<file path="src/rtl/camera_pkg.sv">
// camera_pkg: shared state encoding, exposure limits and readout step decode for the camera controller.
package camera_pkg;

    typedef enum logic [1:0] {IDLE, EXPOSURE, GAP, READOUT} state_e;

    localparam logic [4:0] EXP_RESET_DEF = 5'd8;
    localparam logic [4:0] EXP_MIN_DEF   = 5'd2;
    localparam logic [4:0] EXP_MAX_DEF   = 5'd30;

    localparam logic [2:0] STEP_LAST  = 3'd5;
    localparam logic [2:0] STEP_ROW2  = 3'd3;
    localparam logic [2:0] STEP_ADC_A = 3'd1;
    localparam logic [2:0] STEP_ADC_B = 3'd4;

    typedef struct packed {
        logic start;
        logic expose;
        logic erase;
        logic nre_1;
        logic nre_2;
        logic adc;
    } ctrl_t;

    // Pixel/timer controls as a pure function of where the capture is.
    function automatic ctrl_t decode(input state_e s, input logic [2:0] step);
        ctrl_t c;
        c.start  = (s == EXPOSURE) || (s == READOUT);
        c.expose = (s == EXPOSURE);
        c.erase  = (s == IDLE);
        c.nre_1  = !((s == READOUT) && (step < STEP_ROW2));
        c.nre_2  = !((s == READOUT) && (step >= STEP_ROW2));
        c.adc    = (s == READOUT) && ((step == STEP_ADC_A) || (step == STEP_ADC_B));
        return c;
    endfunction

endpackage

</file>
<file path="src/rtl/edge_detect.sv">
// edge_detect: 1-bit rising-edge detector; the previous sample is registered, the pulse is combinational.
module edge_detect (
    input  logic clk_i,
    input  logic rst_i,
    input  logic d_i,
    output logic rise_o
);
    logic prev_q;

    always_ff @(posedge clk_i or posedge rst_i) begin
        if (rst_i) prev_q <= 1'b0;
        else       prev_q <= d_i;
    end

    assign rise_o = d_i & ~prev_q;
endmodule

</file>
<file path="src/rtl/camera_ctrl_fsm.sv">
// camera_ctrl_fsm: capture sequencer driving the exposure timer handshake and pixel-array controls.
module camera_ctrl_fsm
    import camera_pkg::*;
#(
    parameter logic [4:0] EXP_RESET = EXP_RESET_DEF,
    parameter logic [4:0] EXP_MIN   = EXP_MIN_DEF,
    parameter logic [4:0] EXP_MAX   = EXP_MAX_DEF
) (
    input  logic       Clk,
    input  logic       Reset,
    input  logic       Init,
    input  logic       Exp_Inc,
    input  logic       Exp_Dec,
    input  logic       Ovf5,
    input  logic       Ovf4,
    output logic       Start,
    output logic [4:0] Exp_Time,
    output logic       Erase,
    output logic       Expose,
    output logic       NRE_1,
    output logic       NRE_2,
    output logic       ADC
);
    logic init_r, inc_r, dec_r;

    edge_detect u_init (.clk_i(Clk), .rst_i(Reset), .d_i(Init),    .rise_o(init_r));
    edge_detect u_inc  (.clk_i(Clk), .rst_i(Reset), .d_i(Exp_Inc), .rise_o(inc_r));
    edge_detect u_dec  (.clk_i(Clk), .rst_i(Reset), .d_i(Exp_Dec), .rise_o(dec_r));

    state_e     state_q, state_d;
    logic [2:0] step_q, step_d;
    logic [4:0] exp_q, exp_d;
    ctrl_t      ctrl_q, ctrl_d;

    always_comb begin
        state_d = state_q;
        step_d  = step_q;
        exp_d   = exp_q;
        case (state_q)
            IDLE: begin
                if (init_r)                                     state_d = EXPOSURE;
                else if (inc_r && !dec_r && exp_q < EXP_MAX)    exp_d   = exp_q + 5'd1;
                else if (dec_r && !inc_r && exp_q > EXP_MIN)    exp_d   = exp_q - 5'd1;
            end
            EXPOSURE: if (Ovf5) state_d = GAP;
            GAP: begin
                state_d = READOUT;
                step_d  = '0;
            end
            READOUT: if (Ovf4) begin
                state_d = (step_q == STEP_LAST) ? IDLE : READOUT;
                step_d  = (step_q == STEP_LAST) ? 3'd0 : step_q + 3'd1;
            end
            default: begin
                state_d = IDLE;
                step_d  = '0;
            end
        endcase
        // Outputs are registered from the next state so they move on the same edge as the state.
        ctrl_d = decode(state_d, step_d);
    end

    always_ff @(posedge Clk or posedge Reset) begin
        if (Reset) begin
            state_q <= IDLE;
            step_q  <= '0;
            exp_q   <= EXP_RESET;
            ctrl_q  <= decode(IDLE, 3'd0);
        end else begin
            state_q <= state_d;
            step_q  <= step_d;
            exp_q   <= exp_d;
            ctrl_q  <= ctrl_d;
        end
    end

    assign Exp_Time = exp_q;
    assign Start    = ctrl_q.start;
    assign Expose   = ctrl_q.expose;
    assign Erase    = ctrl_q.erase;
    assign NRE_1    = ctrl_q.nre_1;
    assign NRE_2    = ctrl_q.nre_2;
    assign ADC      = ctrl_q.adc;
endmodule
</file>
<file path="config.mk">
export PLATFORM = sky130hd
export DESIGN_NAME = camera_ctrl_fsm
export DESIGN_NICKNAME = d
export VERILOG_FILES = /design/src/rtl/camera_pkg.sv /design/src/rtl/edge_detect.sv /design/src/rtl/camera_ctrl_fsm.sv
export SDC_FILE = /design/constraint.sdc
export NUM_CORES = 1
export LEC_CHECK = 0
export BUFFER_PORTS_ARGS = -buffer_cell sky130_fd_sc_hd__buf_2
export CAP_MARGIN = 20
export CORE_UTILIZATION = 56
export CTS_CLUSTER_DIAMETER = 80
export DETAILED_ROUTE_END_ITERATION = 10
export GPL_TIMING_DRIVEN = 1
export HOLD_SLACK_MARGIN = 0.06
export PLACE_DENSITY = 0.81
export SLEW_MARGIN = 40
export SYNTH_ARGS = -nofsm -noshare
export SYNTH_HDL_FRONTEND = slang
export SYNTH_SLANG_ARGS = --single-unit
</file>
<file path="constraint.sdc">
create_clock -name Clk -period 6.2 [get_ports Clk]
set_input_delay 0.93 -clock Clk [delete_from_list [all_inputs] [get_ports Clk]]
set_output_delay 0.93 -clock Clk [all_outputs]
set_load 0.05 [all_outputs]
</file>
== After elaboration in Yosys (flattened, before gate mapping) ==
Cells that the tools add are included.

* Bits in registers: 19
* Input bits: 7
* Output and inout port bits: 11
* Word-level logic and storage cells: 61

* Add/sub/neg operators: 3
* Order comparisons: 4
* Equal/unequal tests: 8
* Muxes and demuxes: 10
* Bitwise operators: 7
* Reduce and logical (&&, ||, !) cells: 17

{| class="wikitable"
|+ Operators with widths
! operator !! count
|-
| $mux W5 || 2
|-
| $mux W2 || 4
|-
| $pmux W2 S4 || 1
|-
| $logic_and A1 B1 Y1 || 7
|-
| $eq A2 B2 Y1 const B || 3
|-
| $eq A3 B3 Y1 const B || 2
|-
| $mux W3 || 2
|-
| $pmux W3 S2 || 1
|-
| $add A5 B1 Y5 const B || 1
|-
| $gt A5 B2 Y1 const B || 1
|-
| $lt A5 B5 Y1 const B || 1
|-
| $sub A5 B1 Y5 const B || 1
|-
| $eq A2 B1 Y1 const B || 2
|-
| $logic_not A1 Y1 || 4
|-
| $logic_not A2 Y1 || 2
|-
| $not A1 Y1 || 4
|-
| $add A3 B1 Y3 const B || 1
|-
| $and A1 B1 Y1 || 3
|-
| $eq A3 B1 Y1 const B || 1
|-
| $ge A3 B2 Y1 const B || 1
|-
| $lt A3 B2 Y1 const B || 1
|-
| $reduce_and A3 Y1 || 1
|-
| $logic_or A1 B1 Y1 || 2
|-
| $reduce_bool A2 Y1 || 1
|}

== Depth between registers and ports, before layout ==
* Depth after elaboration: 7
* Mapped depth: 9

== By module ==
A second synthesis with hierarchy kept.

* Cell total of the unflattened synthesis: 88
* Area total of the unflattened synthesis: 963.4 um^2

{| class="wikitable"
|+ Modules (own cells, without submodules)
! module !! instances !! cells each !! area an instance (um^2) !! seq. area each (um^2)
|-
| camera_ctrl_fsm || 1 || 79 || 835.8 || 405.4
|-
| edge_detect || 3 || 3 || 42.5 || 25.0
|}

== Worst setup path after synthesis ==
No wires, ideal clock.

* Path kind: input to register
* Start point: in Exp_Inc
* End point: reg exp_q[4] (netlist: Exp_Time[4])
* Arrival: 2.484 ns
* Data required time: 6.054 ns
* Path slack: 3.570 ns
* Cell stages on the path: 9
* Buffers on the path: 0
* Cell sequence: nor2b_1 -> and3_1 -> inv_1 -> fa_1 -> a21o_1 -> a21oi_1 -> xnor2_1 -> nor2_1 -> xor2_1

* Cells in the longest elaborated chain, start to end: 6

{| class="wikitable"
|+ Ends and longest elaborated chain
! element !! RTL line !! text
|-
| start: declaration || camera_ctrl_fsm.sv:12 || <nowiki>input logic Exp_Inc,</nowiki>
|-
| $and A1 B1 Y1 (*) || edge_detect.sv:15 || <nowiki>assign rise_o = d_i & ~prev_q;</nowiki>
|-
| $logic_not A1 Y1 || camera_ctrl_fsm.sv:43 || <nowiki>else if (dec_r && !inc_r && exp_q > EXP_MIN) exp_d = exp_q - 5'd1;</nowiki>
|-
| $logic_and A1 B1 Y1 (2 in a row) || camera_ctrl_fsm.sv:43 ||
|-
| $reduce_bool A2 Y1 (no source line) || n/a ||
|-
| $reduce_and A3 Y1 (no source line) || n/a ||
|-
| end signal: assignment || camera_ctrl_fsm.sv:72 || <nowiki>exp_q <= exp_d;</nowiki>
|-
| end: declaration || camera_ctrl_fsm.sv:32 || <nowiki>logic [4:0] exp_q, exp_d;</nowiki>
|}

Mark *: on every way between the ends. The rest lies on a longest branch, timed or not.
A chain may end at the register's enable or synchronous reset.

== Final worst setup path ==
Same ends and word-level chain as after synthesis.

==> impl_metrics.csv <==
group,metric,value,unit
timing,slew_headroom,54.3,%
grt,grt-ovfl-total,0,
timing,hold_violations,0,
drt,drtIter0Drc,5,
critical_path,crit_path_end_kind,"register",
critical_path,worstPathArrival,2720,ps
grt,grt_usage,20.4,%
finish,final_common_cell,"buf_2",
timing,fin_tns_setup,0,ps
placement,gp_congestion,0.817,
timing,rsz0062_at_grt,"false",
synthesis,synth_cells,85,
grt,grt_pass1_wl,2720,µm
floorplanning,ios,18,
cts,clk_pin_slew_worst_paths,110,ps
synthesis,yosys_warnings,0,
synthesis,syn_avg_cell_area,10.9,µm²
floorplanning,start_util,60.6,%
finish,design_area,0.00105,mm²
finish,final_cell_mix,"buf_2 (17), dfrtp_1 (15), nand2_1 (9)",
timing,finalCriticalPeriod,2530,ps
cts,cts_root_buffer,"clkbuf_4",
critical_path,cp_data_required_time,6390,ps
cts,cts_hold_buf,0,
floorplanning,die-area,0.00182,mm²
drt,routedWlPerCell,13.0,µm
drt,dr.pass1.iters,4,
cts,clock_latency,300,ps
synthesis,synth.area.top_cells,"dfrtp_1 (41%), dfstp_2 (11%), o21ai_0 (4.3%)",
run,maxCapViolCount,0,
cts,clock-sinks,19,
placement,dp_hpwl,1180,µm
synthesis,synthesis.area,923,µm²
timing,finClkSkew,7.10,ps
drt,vias,677,
synthesis,synth_top_area_share,40.7,%
placement,dp.cells,118,
placement,placed_cell_area,0.00103,mm²
cts,cts_setup_buffers,0,
drt,ant_nets,0,
finish,layout.cells.non_filler,122,
timing,fmax,0.395,GHz
floorplanning,rows,14,
drt,viasPerCell,5.55,
critical_path,worst_setup_path_start_kind,"input pin",
cts,numCtsBuffers,3,
placement,port_buffers,17,
finish,final_nets,118,
finish,diodes,0,
timing,slew_viol_final,0,
floorplanning,core,0.00152,mm²
cts,cts_tree,"built",
cts,cts_resized,0,
status,status,"completed",
drt,drc_errors,0,
critical_path,crit_type,"input pin to register",
cts,h-tree-depth,1,
finish,layout-drive-gt1-share,28.3,%
timing,worst_pin_slew,685,ps
grt,antenna_found_initial,0,
floorplanning,die_w,42.6,µm
synthesis,seq_area_frac_synth,52.0,%
power,switching_share,49.0,%
power,switchingPower,0.000288,W
finish,area_delta_synth_final,14.2,%
power,clockPowerShare,10.7,%
timing,period_share,40.8,%
min_path,hold_path.class,"register to register",
cts,clk_path_buf_depth,2,
grt,grt_max_degree,20,
floorplanning,die_y,42.6,µm
synthesis,yosys.area.top_type,"dfrtp_1",
timing,timing.final.setup_violations,0,
power,pwr-share-comb,50.1,%
drt,drt-total-wl,1590,µm
synthesis,ys_ff_latch,19,
synthesis,synth.distinct_cells,29,
power,power_density,558,mW/mm²
synthesis,syn_nets,96,
power,cellInternalPower,0.000300,W
grt,grt_pass1_vias,635,
power,pwr-share-seq,39.2,%
critical_path,cp_max_fo,4,
power,power.leakage,0.506,nW
power,irDropWorstVdd,0.000291,V
worst max-delay path, stage by stage:
cell     delay [ps]
buf_2            80
nor2b_1         150
and3_1          280
inv_1           150
fa_1            440
a21o_1          200
a21oi_1         170
xnor2_1         130
nor2_1           60
xor2_1          140
power by group through the flow:
stage / sequential (W) / clock [W] / combinational, W
2_1_floorplan: 0.000326 / 0 / 0.000133
3_3_place_gp: 0.000230 / 0 / 0.000286
3_5_place_dp: 0.000233 / 0 / 0.000293
4_1_cts: 0.000230 / 0.0000635 / 0.000296
5_1_grt: 0.000239 / 0.0000668 / 0.000320
6_report: 0.000231 / 0.0000628 / 0.000295
path summary, 6_finish.rpt:
kind | from | endpoint | slack, ps | cells past startpoint
min | Exp_Time[3] | Exp_Time[3] | 510 | 2
max reg2reg | Exp_Time[1] | Exp_Time[4] | 3970 | 9
min in group asynchronous | Reset | u_inc.prev_q | 720 | 2
min reg2reg | Exp_Time[3] | Exp_Time[3] | 510 | 2
max | Exp_Inc | Exp_Time[4] | 3670 | 10
max in group asynchronous | Reset | u_init.prev_q | 5040 | 2
cell type report:
class	instances	area, µm²
flip-flops and latches	19	480
inverters	5	18.8
repair buffers	17	85.1
multi-input cells	61	424
fillers	118	469
well taps	16	20.0
clock buffers	4	26.3
logic make-up after synthesis:
logic type / Yosys count / synth area share, %
buffers and inverters: 5 / 2.03
multiplexers: 2 / 2.84
AND/OR/NAND/NOR: 28 / 14.9
AO/OA/AOI/OAI: 21 / 16.3
XOR/XNOR: 6 / 5.69
flip-flops: 19 / 52.0
adder cells (fa/ha/maj): 4 / 6.23
metrics by stage:
stage	setup WS, ps	total power (W)	utilization, %	hold slack, ps
after floorplan	3570	0.000460	-	525
after CTS	3670	0.000590	69.2	512
after detailed placement	3370	0.000526	67.5	497
after global routing	3530	0.000626	69.2	534
after global placement	3420	0.000516	67.5	490
final	3670	0.000588	69.2	506
routing by layer:
layer  vias up  part of all wire [%]  wire, µm  global-route usage, %
li1        337                     -         -                      -
met2        18                    46       735                   31.1
met1       318                    48       768                   29.2
met5         -                     0         0                      0
met3         4                   3.3        52                   2.59
met4         0                   1.8        29                   9.38
synthesized netlist by cell type, drive strengths merged:
cell / n
a211oi: 1
nor3b: 1
ha: 3
nor2b: 2
or2: 2
mux2: 2
nor3: 3
xor2: 2
fa: 1
dfstp: 4
dfrtp: 15
nand4: 1
or3b: 1
xnor2: 4
nand2: 9
a22o: 1
and3: 1
inv: 5
nor2: 5
a21o: 2
nand2b: 1
o21ai: 11
a2111oi: 1
nand3: 2
a21oi: 5
state kept, by name (all words and copies together), names as in the netlist:
name / cells
step_q: 3
Erase: 1
u_init.prev_q: 1
state_q: 2
Expose: 1
u_dec.prev_q: 1
NRE_1: 1
NRE_2: 1
Start: 1
Exp_Time: 5
ADC: 1
u_inc.prev_q: 1
Note: power is estimated with default switching activity, not from simulation.
